--- src/rtl/fifo_rr_sched.sv ---
// Weighted round-robin read scheduler draining NQ register FIFOs into one
// valid/ready stream; a 2-entry buffer absorbs the 1-cycle FIFO read latency.
module fifo_rr_sched #(
  parameter  int NQ      = 4,
  parameter  int WIDTH   = 8,
  parameter  int ADDRBIT = 4,
  parameter  int BURST   = 4,
  localparam int QW      = (NQ > 1) ? $clog2(NQ) : 1,
  localparam int LW      = ADDRBIT + 1
) (
  input  logic                clk,
  input  logic                rst,
  input  logic [NQ-1:0]       cfg_qen,
  input  logic [LW-1:0]       cfg_hiwat,
  input  logic [NQ-1:0]       q_notempty,
  input  logic [NQ*LW-1:0]    q_len,
  input  logic [NQ*WIDTH-1:0] q_dout,
  output logic [NQ-1:0]       q_rd,
  output logic                out_vld,
  output logic [WIDTH-1:0]    out_dat,
  output logic [QW-1:0]       out_qid,
  input  logic                out_rdy,
  output logic                busy
);

  typedef enum logic {IDLE, GRANT} state_t;

  state_t                     state, state_nx;
  logic [QW-1:0]              rr_ptr, rr_nx, gq, gq_nx, rd_q, inf_qid;
  logic [7:0]                 bcnt, bcnt_nx;
  logic                       rd_en, inflight, pop, credit;
  logic [1:0]                 buf_cnt;
  logic [2:0]                 occ;
  logic [1:0][WIDTH-1:0]      b_dat;
  logic [1:0][QW-1:0]         b_qid;
  logic [NQ-1:0]              elig, urg;
  logic                       pick_u, pick_e;
  logic [QW-1:0]              pick_uq, pick_eq;
  logic [WIDTH-1:0]           cap_dat;
  int                         idx;

  assign elig = cfg_qen & q_notempty;

  for (genvar i = 0; i < NQ; i++) begin : g_urg
    assign urg[i] = elig[i] & (cfg_hiwat != '0) & (q_len[i*LW +: LW] >= cfg_hiwat);
  end

  assign pop    = out_vld & out_rdy;
  assign occ    = {1'b0, buf_cnt} + {2'b0, inflight} - {2'b0, pop};
  assign credit = (occ < 3'd2);

  // First urgent and first eligible queue, both searched from rr_ptr with wrap.
  always_comb begin
    pick_u  = 1'b0;
    pick_e  = 1'b0;
    pick_uq = '0;
    pick_eq = '0;
    idx     = 0;
    for (int k = 0; k < NQ; k++) begin
      idx = (int'(rr_ptr) + k) % NQ;
      if (!pick_u && urg[idx[QW-1:0]]) begin
        pick_u  = 1'b1;
        pick_uq = idx[QW-1:0];
      end
      if (!pick_e && elig[idx[QW-1:0]]) begin
        pick_e  = 1'b1;
        pick_eq = idx[QW-1:0];
      end
    end
  end

  always_comb begin
    state_nx = state;
    gq_nx    = gq;
    bcnt_nx  = bcnt;
    rr_nx    = rr_ptr;
    rd_en    = 1'b0;
    rd_q     = gq;
    case (state)
      IDLE: if (credit && pick_e) begin
        rd_en    = 1'b1;
        rd_q     = pick_u ? pick_uq : pick_eq;
        gq_nx    = rd_q;
        bcnt_nx  = 8'd1;
        state_nx = GRANT;
      end
      GRANT: begin
        // End condition wins over credit: a stalled grant still ends when drained.
        if (!elig[gq] || bcnt == 8'(BURST)) begin
          rr_nx    = (gq == QW'(NQ - 1)) ? '0 : gq + 1'b1;
          state_nx = IDLE;
        end else if (credit) begin
          rd_en   = 1'b1;
          bcnt_nx = bcnt + 8'd1;
        end
      end
      default: state_nx = IDLE;
    endcase
    if (rst) rd_en = 1'b0;
  end

  always_comb begin
    q_rd = '0;
    for (int i = 0; i < NQ; i++) q_rd[i] = rd_en && (rd_q == QW'(i));
  end

  assign cap_dat = q_dout[inf_qid*WIDTH +: WIDTH];

  always_ff @(posedge clk) begin
    if (rst) begin
      state    <= IDLE;
      rr_ptr   <= '0;
      gq       <= '0;
      bcnt     <= '0;
      inflight <= 1'b0;
      inf_qid  <= '0;
      buf_cnt  <= '0;
      b_dat    <= '0;
      b_qid    <= '0;
    end else begin
      state    <= state_nx;
      rr_ptr   <= rr_nx;
      gq       <= gq_nx;
      bcnt     <= bcnt_nx;
      inflight <= rd_en;
      if (rd_en) inf_qid <= rd_q;
      case ({inflight, pop})
        2'b10: begin
          if (buf_cnt == 2'd0) begin
            b_dat[0] <= cap_dat;
            b_qid[0] <= inf_qid;
          end else begin
            b_dat[1] <= cap_dat;
            b_qid[1] <= inf_qid;
          end
          buf_cnt <= buf_cnt + 2'd1;
        end
        2'b01: begin
          b_dat[0] <= b_dat[1];
          b_qid[0] <= b_qid[1];
          buf_cnt  <= buf_cnt - 2'd1;
        end
        2'b11: begin
          // Same-cycle capture and pop: occupancy unchanged, new word goes behind.
          if (buf_cnt == 2'd1) begin
            b_dat[0] <= cap_dat;
            b_qid[0] <= inf_qid;
          end else begin
            b_dat[0] <= b_dat[1];
            b_qid[0] <= b_qid[1];
            b_dat[1] <= cap_dat;
            b_qid[1] <= inf_qid;
          end
        end
        default: ;
      endcase
    end
  end

  assign out_vld = (buf_cnt != 2'd0);
  assign out_dat = b_dat[0];
  assign out_qid = b_qid[0];
  assign busy    = (state == GRANT) | inflight | out_vld | (|q_rd);

endmodule

--- config.mk ---
export PLATFORM = sky130hd
export DESIGN_NAME = fifo_rr_sched
export DESIGN_NICKNAME = d
export VERILOG_FILES = /design/src/rtl/fifo_rr_sched.sv
export SDC_FILE = /design/constraint.sdc
export NUM_CORES = 1
export LEC_CHECK = 0
export CORE_MARGIN = 2
export CORE_UTILIZATION = 48
export CTS_CLUSTER_SIZE = 30
export DETAILED_ROUTE_END_ITERATION = 16
export PLACE_DENSITY = 0.84
export SLEW_MARGIN = 30
export SYNTH_ARGS = -nofsm -noshare
export SYNTH_HDL_FRONTEND = slang
export SYNTH_SLANG_ARGS = --single-unit
export TNS_END_PERCENT = 1
--- constraint.sdc ---
create_clock -name clk -period 5.35 [get_ports clk]
set_input_delay 1.07 -clock clk [delete_from_list [all_inputs] [get_ports clk]]
set_output_delay 1.07 -clock clk [all_outputs]
set_load 0.02 [all_outputs]
# After elaboration in Yosys (flattened, before gate mapping)
# Index checks and enable logic that the tools add are counted.
[classes]
reduce_logical = 31
n_eq_ne = 15
div = 0
order_cmp = 10
n_bitwise = 14
mux = 62
n_shift = 1
add_sub_neg = 9
multipliers = 0
[ops]
columns = ["op", "n"]
rows = [
  ["2-to-1 mux 8 bit", 7],
  ["2-to-1 mux 2 bit", 16],
  ["one-hot mux 8 bit (2 select lines)", 2],
  ["indexed part select 32 x 6 -> 8 bit", 1],
  ["one-hot mux 8 bit (3 select lines)", 1],
  ["2-to-1 mux 1 bit", 22],
  ["greater-or-equal comparator 5 bit", 4],
  ["binary-select mux 1 bit (select 2 bit)", 9],
  ["< comparator 2 x 3 -> 1 bit (second input constant)", 5],
  ["logical AND 1 bit", 11],
  ["== test 2 bit (second input constant)", 5],
  ["!= test 2 bit (second input constant)", 5],
  ["AND 1 bit", 9],
  ["adder 8 x 1 -> 8 bit (second input constant)", 1],
  ["== test 8 x 3 -> 1 bit (second input constant)", 1],
  ["one-hot mux 2 bit (2 select lines)", 2],
  ["logical NOT 1 bit", 7],
  ["adder 2 x 1 -> 2 bit (second input constant)", 3],
  ["== test 2 x 1 -> 1 bit (second input constant)", 3],
  ["one-hot mux 2 bit (3 select lines)", 1],
  ["AND reduction 3 bit", 2],
  ["nonzero test 2 bit", 3],
  ["nonzero test 5 bit", 1],
  ["adder 2 bit (second input constant)", 2],
  ["other kinds (14)", 19],
]
[totals]
rom_bits = 0
out_inout_bits = 16
latchBits = 0
memories = 0
ram_bits = 0
reg_bits = 38

# Depth between registers and ports, before layout
# Gate-level depths: netlist of the first run.
[depth]
word_depth = 22
depth_mapped = 17
depth_no_buf = 16

# Least setup slack after synthesis of the first run
# Ideal clock, no wire load.
[synth_timing]
path_kind = "in2out"
start = "input out_rdy"
end = "output q_rd[2]"
arrival_ns = 3.749
t_required_ns = 4.280
stages = 14
path_buffers = 2
setup_slack_ns = 0.531
path_cell_list = "nand2_1 clkbuf_1 inv_1 ha_1 nand2b_1 fa_1 xnor2_1 nand2_1 or3_4 o21ai_2 buf_2 and2_1 nand3_1 nor2b_1"
[synth_via]
elab_chain_len = 8
word_cells_on_any_way = 13
[synth_rtl]
columns = ["element", "line", "rtl"]
rows = [
  ["from (decl)", "22", "input logic out_rdy,"],
  ["AND 1 bit (*)", "48", "assign pop = out_vld & out_rdy;"],
  ["subtractor 3 x 1 -> 3 bit (*)", "49", "assign occ = {1'b0, buf_cnt} + {2'b0, inflight} - {2'b0, pop};"],
  ["< comparator 3 x 2 -> 1 bit (*)", "50", "assign credit = (occ < 3'd2);"],
  ["2-to-1 mux 1 bit / logical AND 1 bit (equally long branches)", "92, 80", ""],
  ["2-to-1 mux 1 bit (tied with other cells)", "89", "if (!elig[gq] || bcnt == 8'(BURST)) begin"],
  ["one-hot mux 1 bit (2 select lines) / 2-to-1 mux 2 bit (equally long branches)", "-", ""],
  ["2-to-1 mux 1 bit / == test 2 bit (equally long branches)", "99, 104", ""],
  ["logical AND 1 bit (*)", "104", "for (int i = 0; i < NQ; i++) q_rd[i] = rd_en && (rd_q == QW'(i));"],
  ["to (decl)", "18", "output logic [NQ-1:0] q_rd,"],
]
# Every way passes the cells marked *; elsewhere a longest branch is shown, timed or not.

# Final worst setup path of the first run
[layout_timing]
start = "input out_rdy"
end = "output busy"
[layout_via]
elab_chain_len = 10
word_cells_on_any_way = 21
[layout_rtl]
columns = ["element", "line", "rtl"]
rows = [
  ["AND 1 bit (*)", "48", ""],
  ["subtractor 3 x 1 -> 3 bit (*)", "49", ""],
  ["< comparator 3 x 2 -> 1 bit (*)", "50", ""],
  ["2-to-1 mux 1 bit / logical AND 1 bit (equally long branches)", "92, 80", ""],
  ["2-to-1 mux 1 bit (tied with other cells)", "89", ""],
  ["one-hot mux 1 bit (2 select lines) / 2-to-1 mux 2 bit (equally long branches)", "-", ""],
  ["2-to-1 mux 1 bit (tied with other cells)", "99", "if (rst) rd_en = 1'b0;"],
  ["logical AND 1 bit", "104", ""],
  ["OR reduction 4 bit (*)", "163", "assign busy = (state == GRANT) | inflight | out_vld | (|q_rd);"],
  ["OR 1 bit (*)", "163", ""],
  ["to (decl)", "23", "output logic busy"],
]
# Marked as above.

==> flow_metrics.env, run 1 <==
export IMPL_vias=2725
export IMPL_design_power_total_uw=1710
export IMPL_final_period_utilization_pct=95.2
export IMPL_critPathRequiredTime_ns=4.28
export IMPL_ys_warn_count=0
export IMPL_htree_levels=2
export IMPL_netlist_instances=329
export IMPL_core_rowCount=27
export IMPL_post_synth_top_area_fraction_pct=27.1
export IMPL_async_flop_share_pct=0
export IMPL_die_w_um=80.5
export IMPL_r2r_setup_slack_ns=1.93
export IMPL_outcome="finished clean"
export IMPL_clock_path_buffers=2
export IMPL_critical_hold_path_startpoint="bcnt[7]$_SDFFE_PP0P_"
export IMPL_timing_final_hold_violations=0
export IMPL_grt_pass1_vias=2654
export IMPL_endpoint_of_the_most_critical_setup_path="busy"
export IMPL_nets=500
export IMPL_clock_insertion_delay_worst_skew_ns=0.29
export IMPL_firstDrtPassIters=8
export IMPL_layout_min_cycle_time_ns=5.09
export IMPL_grt_use_total_pct=22.5
export IMPL_grt_start_max_net_pins=27
export IMPL_met2_wirelength_mm=3.48
export IMPL_end_kind="output port"
export IMPL_setup_repair_bufs_after_cts=0
export IMPL_critical_path_startpoint_type="input port"
export IMPL_p_per_cell_area_nw_per_um2=450
export IMPL_startpoint="out_rdy"
export IMPL_worstRegToRegCells=16
export IMPL_numCtsBuffers=5
export IMPL_rsz0062_at_grt="false"
export IMPL_ir_drop_mv=0.287
export IMPL_dr_wl_met3_um=554
export IMPL_ranking_of_synthesized_cells_by_area="sky130_fd_sc_hd__dfxtp_1, sky130_fd_sc_hd__ha_1, sky130_fd_sc_hd__mux4_2, sky130_fd_sc_hd__nor2_1, sky130_fd_sc_hd__mux2i_1"
export IMPL_worstSetupPathType="in -> out"
export IMPL_arrival_ns=4.02
export IMPL_yosysMostFrequentCell="sky130_fd_sc_hd__dfxtp_1"
export IMPL_postRouteWirelength_mm=6.89
export IMPL_core_area_um2=5570
export IMPL_clk_pin_slew_ns=0.08
export IMPL_r2r_end="bcnt[5]$_SDFFE_PP0P_"
export IMPL_num_antenna_cells=0
export IMPL_routed_len_inst_um=14.5
export IMPL_layout_area_growth_over_synthesis_pct=35.5
export IMPL_clockRootBuffer="sky130_fd_sc_hd__clkbuf_8"
export IMPL_yosysUniqueCellTypes=54
export IMPL_tritoncts_num_sinks=38
export IMPL_startpoint_of_the_most_critical_register_to_register_path="buf_cnt[1]$_SDFFE_PP0P_"
export IMPL_maxCapViolations=0
export IMPL_setup_slack_ns=0.257
export IMPL_vias_per_cell=5.74
export IMPL_crit_fanout=4
export IMPL_antenna_violations_before_repair=0
export IMPL_place_worst_setup_slack_ns=-0.0785
export IMPL_power_static_leakage_uw=0.00159
export IMPL_route_detailed_drc=0
export IMPL_starting_utilization_of_the_core_area_pct=50.3
export IMPL_die_area_um2=6470
export IMPL_timing_slew_headroom_pct=47.5
export IMPL_hpwl_mm=5.43
export IMPL_synth_enable_flop_cells=0
export IMPL_post_synthesis_cell_area_um2=2810
export IMPL_grt_first_pass_wirelength_mm=11.6
export IMPL_synth_flop_cell="sky130_fd_sc_hd__dfxtp_1"
export IMPL_list_of_most_frequent_post_synthesis_cells="sky130_fd_sc_hd__dfxtp_1, sky130_fd_sc_hd__nor2_1, sky130_fd_sc_hd__ha_1, sky130_fd_sc_hd__nand2_1, sky130_fd_sc_hd__inv_1"
export IMPL_ys_ff_latch=38
export IMPL_placement_cell_area_um2=3640
export IMPL_worst_slew_pin_slew_ns=0.783
export IMPL_ys_seq_area_share_pct=27.1
export IMPL_antenna_violating_nets_left=0
export IMPL_max_freq_mhz=196
export IMPL_worstHoldPathType="reg -> reg"
export IMPL_synthDominantAreaCellType="sky130_fd_sc_hd__dfxtp_1"
export IMPL_top_signal_layer_used="met4"
export IMPL_wl_met1_mm=2.70
export IMPL_boundaryPins=84
export IMPL_setup_tns_final_ns=0
export IMPL_gpl_congestion=0.929
export IMPL_syn_area_per_cell_um2=8.53
export IMPL_cts_tree="yes"
export IMPL_timing_final_max_slew_violations=0
export IMPL_post_route_cells_drive_above_1_share_pct=8.44
export IMPL_setup_violations=0
export IMPL_detailedRoute_firstIterationViolations=232
export IMPL_timing_clock_skew_ns=0.00868
export IMPL_post_route_cell_area_um2=3800
export IMPL_grt_overflow=0
export IMPL_syn_nets=427
export IMPL_die_height_um=80.5
export IMPL_io_buffers=83
[cell type report]
type | count | area [um^2]
Multi-Input combinational cell | 249 | 1860
Fill cell | 457 | 1770
Timing Repair Buffer | 88 | 875
Sequential cell | 38 | 761
Tap cell | 72 | 90.1
Inverter | 20 | 75.1
Clock buffer | 5 | 68.8
Clock inverter | 3 | 68.8
[cell usage in the layout, fill, tap and decap left out, drive strengths merged, types with 2 or more instances in the layout]
master         synthesis  layout
nor3b                  2       2
xor2                   6       6
bufinv                 0       2
o211a                  2       2
nor3                  13      13
and2                   6       6
dlymetal6s2s           0       3
clkbuf                 7       5
o21ai                 12      12
clkdlybuf4s50          0      79
nand3                  9       9
nand4                  5       5
inv                   20      20
ha                    29      29
dfxtp                 38      38
mux2i                 11      11
a21oi                 18      18
and3                   3       3
a31oi                  7       7
buf                   15       5
mux4                   9       9
nor2b                  3       3
or3                    5       5
o211ai                 2       2
nor2                  40      40
nand2                 30      30
nand2b                 6       6
a222oi                10      10
or4                    2       2
a21o                   4       4
[critical path: stages]
cell                              delay (ns)
sky130_fd_sc_hd__clkdlybuf4s50_1        0.47
sky130_fd_sc_hd__nand2_1                0.07
sky130_fd_sc_hd__inv_1                  0.08
sky130_fd_sc_hd__ha_1                   0.21
sky130_fd_sc_hd__nand2b_1               0.16
sky130_fd_sc_hd__fa_1                   0.40
sky130_fd_sc_hd__xnor2_1                0.14
sky130_fd_sc_hd__nand2_1                0.12
sky130_fd_sc_hd__or3_4                  0.36
sky130_fd_sc_hd__a21oi_1                0.19
sky130_fd_sc_hd__or4_1                  0.15
sky130_fd_sc_hd__clkdlybuf4s50_1        0.60
[power by group]
| group | internal [uW] | switching [uW] | total (uW) |
|---|---|---|---|
| Sequential | 363 | 84.1 | 447 |
| Combinational | 458 | 512 | 970 |
| Clock | 187 | 107 | 294 |
| Total | 1010 | 703 | 1710 |
[through the flow]
step / hold slack, ns / cells / utilization (%)
2_1_floorplan: 0.458 / 329 / -
3_3_place_gp: 0.467 / 467 / 65.3
3_5_place_dp: 0.486 / 467 / 65.3
4_1_cts: 0.497 / 475 / 67.9
5_1_grt: 0.517 / 475 / 68.2
6_report: 0.496 / 475 / 68.2
[metal layers]
layer	GRT usage, %	vias to the layer above
met5	0	-
met3	5.06	20
met4	7.29	0
met1	25.5	1231
li1	-	1335
met2	41.4	139
[state kept, by name (all words and copies together) (netlist names)]
register / count
b_qid: 2
out_dat: 8
state: 1
buf_cnt: 2
bcnt: 8
inflight: 1
b_dat: 8
out_qid: 2
gq: 2
rr_ptr: 2
inf_qid: 2
[cell families (layout without fill, tap and decap cells)]
| group | Yosys count | after routing | synth area share (%) |
|---|---|---|---|
| AO/OA/AOI/OAI | 65 | 65 | 16.3 |
| XOR/XNOR | 7 | 7 | 2.18 |
| adder cells (fa/ha/maj) | 30 | 30 | 13.6 |
| buffers and inverters | 42 | 116 | 7.09 |
| flip-flops | 38 | 38 | 27.1 |
| multiplexers | 20 | 20 | 11.1 |
| AND/OR/NAND/NOR | 127 | 127 | 22.6 |
[timing repair]
action                                  in CTS  in global routing
hold buffers                                 0                  0
gates resized for setup                      2                  5
endpoints found under the setup margin       3                  4
[how the worst min path moves through the flow]
stage,endpoint,depth (start not counted),slack [ns]
6_report,bcnt[7]$_SDFFE_PP0P_,2,0.50
3_5_place_dp,bcnt[7]$_SDFFE_PP0P_,2,0.49
5_1_grt,bcnt[7]$_SDFFE_PP0P_,2,0.52
2_1_floorplan,bcnt[7]$_SDFFE_PP0P_,2,0.46
4_1_cts,bcnt[7]$_SDFFE_PP0P_,2,0.50
3_3_place_gp,bcnt[7]$_SDFFE_PP0P_,2,0.47
Note: power is estimated with default switching activity, not from simulation.
==> run 2: changes to the inputs <==
--- a/config.mk
+++ b/config.mk
@@ -10,7 +10,7 @@
 export CTS_CLUSTER_SIZE = 30
 export DETAILED_ROUTE_END_ITERATION = 16
 export PLACE_DENSITY = 0.84
-export SLEW_MARGIN = 30
+export SLEW_MARGIN = 10
 export SYNTH_ARGS = -nofsm -noshare
 export SYNTH_HDL_FRONTEND = slang
 export SYNTH_SLANG_ARGS = --single-unit
==> results of run 2 <==
No change in the layout: final DEF, timing and power equal those of run 1.
==> run 3: changes to the inputs <==
--- a/config.mk
+++ b/config.mk
@@ -10,7 +10,8 @@
 export CTS_CLUSTER_SIZE = 30
 export DETAILED_ROUTE_END_ITERATION = 16
 export PLACE_DENSITY = 0.84
-export SLEW_MARGIN = 10
+export SKIP_LAST_GASP = 1
+export SLEW_MARGIN = 20
 export SYNTH_ARGS = -nofsm -noshare
 export SYNTH_HDL_FRONTEND = slang
 export SYNTH_SLANG_ARGS = --single-unit
==> constraint.sdc (replaced) <==
create_clock -name clk -period 5.35 [get_ports clk]
set_input_delay 1.605 -clock clk [delete_from_list [all_inputs] [get_ports clk]]
set_output_delay 1.605 -clock clk [all_outputs]
set_load 0.02 [all_outputs]
==> run 3 against run 2 <==
Compared with the run above:
- the flow now finishes with violations (negative setup slack)
- flip-flop and latch count unchanged
- combinational power increased by 61%
- utilization is 14 points higher
- critical path depth grew 15
- via count is 25% higher
- clock power up 3%
- register-to-register slack got worse by 1.1 ns
- clock skew rose by 0.0037 ns
- non-clock buffer count grew 50
- highest routed layer unchanged
==> flow_metrics.env, run 3 (synthesis results as in run 1) <==
export IMPL_power_switching_uw=1040
export IMPL_timing_critical_path_max_delay_family="buffers and inverters"
export IMPL_p_per_cell_area_nw_per_um2=511
export IMPL_outcome="complete, but fails checks"
export IMPL_worst_slew_pin_slew_ns=0.873
export IMPL_final_cell_mix="sky130_fd_sc_hd__clkdlybuf4s50_1, sky130_fd_sc_hd__buf_4, sky130_fd_sc_hd__dfxtp_1"
export IMPL_tritoncts_num_sinks=38
export IMPL_post_route_cells_drive_above_1_share_pct=32.0
export IMPL_antenna_violating_nets_left=0
export IMPL_clk_pin_slew_ns=0.08
export IMPL_firstDrtPassIters=6
export IMPL_cp_num_buf_inv=20
export IMPL_routed_len_inst_um=23.3
export IMPL_critPathRequiredTime_ns=5.54
export IMPL_htree_levels=2
export IMPL_final_common_cell="sky130_fd_sc_hd__clkdlybuf4s50_1"
export IMPL_critPathMaxStageDelay_ns=0.45
export IMPL_layout_min_cycle_time_ns=5.63
export IMPL_antenna_violations_before_repair=0
export IMPL_timing_final_hold_violations=0
export IMPL_grt_pass1_vias=3166
export IMPL_ir_drop_mv=0.307
export IMPL_starting_utilization_of_the_core_area_pct=50.3
export IMPL_internal_dissipation_uw=1300
export IMPL_rsz0062_at_grt="true"
export IMPL_arrival_ns=5.82
export IMPL_setup_slack_ns=-0.276
export IMPL_numCtsBuffers=5
export IMPL_nets=550
export IMPL_postRouteWirelength_mm=12.2
export IMPL_die_height_um=80.5
export IMPL_die_area_um2=6470
export IMPL_grt_start_max_net_pins=20
export IMPL_clock_insertion_delay_worst_skew_ns=0.30
export IMPL_vias_per_cell=6.50
export IMPL_timing_slew_headroom_pct=41.4
export IMPL_crit_slowest_cell="sky130_fd_sc_hd__clkdlybuf4s50_1"
export IMPL_post_route_cell_area_um2=4570
export IMPL_detailedRoute_firstIterationViolations=486
export IMPL_design_power_total_uw=2340
export IMPL_gpl_congestion=0.903
export IMPL_num_antenna_cells=0
export IMPL_power_static_leakage_uw=0.00192
export IMPL_end_kind="flip-flop"
export IMPL_clock_path_buffers=2
export IMPL_finalCoreUtilization_pct=82.1
export IMPL_final_period_utilization_pct=105
export IMPL_critical_path_startpoint_type="input port"
export IMPL_boundaryPins=84
export IMPL_max_freq_mhz=178
export IMPL_core_rowCount=27
export IMPL_timing_clock_skew_ns=0.0124
export IMPL_grt_use_total_pct=29.5
export IMPL_core_area_um2=5570
export IMPL_vias=3410
export IMPL_grt_overflow=0
export IMPL_timing_final_max_slew_violations=0
export IMPL_violations="negative setup slack"
export IMPL_maxCapViolations=0
export IMPL_placement_cell_area_um2=3820
export IMPL_crit_path_frequent_cell="sky130_fd_sc_hd__buf_4"
export IMPL_clockRootBuffer="sky130_fd_sc_hd__clkbuf_8"
export IMPL_pwr_share_clk_pct=13.0
export IMPL_sequentialPowerShare_pct=20.2
export IMPL_worstSetupPathType="in -> reg"
export IMPL_die_w_um=80.5
export IMPL_combinationalPowerShare_pct=66.8
export IMPL_worstHoldPathType="reg -> reg"
export IMPL_route_detailed_drc=0
export IMPL_grt_first_pass_wirelength_mm=14.7
export IMPL_crit_fanout=4
export IMPL_cts_tree="yes"
export IMPL_hpwl_mm=5.75
export IMPL_power_switching_share_pct=44.5
export IMPL_layout_area_growth_over_synthesis_pct=63.0
export IMPL_io_buffers=83
export IMPL_setup_violations=6
run 3: changes by cell type in the layout (fill, tap and decap cells not counted), moves of 7 or more:
cell,change
sky130_fd_sc_hd__buf_4,+48
sky130_fd_sc_hd__clkdlybuf4s50_1,-18
sky130_fd_sc_hd__buf_6,+7
sky130_fd_sc_hd__a21oi_1,-7
sky130_fd_sc_hd__ha_1,-7
run 3: metal layers:
metal  GRT usage (%)  vias up  share of wire, %
met2            52.4      302                48
li1                -     1436                 -
met5               0        -                 0
met3            6.52       94               9.7
met4            16.9        0               8.4
met1            31.9     1578                34
run 3: per-stage QoR:
stage	worst slack [ns]	cells	hold slack (ns)	setup TNS, ns
finish	-0.276	525	0.490	-1.49
global route	-0.390	525	0.527	-2.02
CTS	-0.0812	512	0.500	-0.360
detailed placement	-1.06	479	0.487	-4.93
global placement	-1.03	479	0.473	-4.77
floorplan	-0.0853	329	0.458	-0.302
run 3: repair_timing:
| item | CTS | global route |
|---|---|---|
| hold buffers | 0 | 0 |
| setup buffers | 25 | 13 |
| gates resized for setup | 81 | 32 |
| pin swaps | 30 | 27 |
| endpoints found under the setup margin | 5 | 6 |
run 3: power by group through the flow:
stage          combinational (uW)  sequential (uW)  clock [uW]
3_5_place_dp                 1090              456           0
4_1_cts                      1330              454         296
6_report                     1560              472         303
3_3_place_gp                 1060              451           0
5_1_grt                      1620              474         310
2_1_floorplan                 814              414           0
run 3: final timing paths:
| kind | endpoint | startpoint | slack, ns | cells after the start |
|---|---|---|---|---|
| worst max-delay path | inf_qid[0]$_SDFFE_PP0P_ | cfg_qen[3] | -0.28 | 27 |
| worst min-delay path | bcnt[7]$_SDFFE_PP0P_ | bcnt[7]$_SDFFE_PP0P_ | 0.49 | 2 |
| worst max register to register | inf_qid[0]$_SDFFE_PP0P_ | rr_ptr[1]$_SDFFE_PP0P_ | 0.83 | 26 |
| worst min register to register | bcnt[7]$_SDFFE_PP0P_ | bcnt[7]$_SDFFE_PP0P_ | 0.49 | 2 |
run 3: layout make-up:
cell class              instances  area (um^2)
clock buffers                   5         68.8
multi-input cells             249         2250
inverters                      20         80.1
clock inverters                 3         68.8
flip-flops and latches         38          761
fillers                       296         1000
repair buffers                138         1260
well taps                      72         90.1
run 3: worst reg2reg max path: cells and delay by family (launching register included):
family,cells,cell delay (ns)
AOI/OAI and AO/OA,2,0.53
DFF,1,0.68
and+or+nand+nor,4,0.47
buffers and inverters,20,2.77
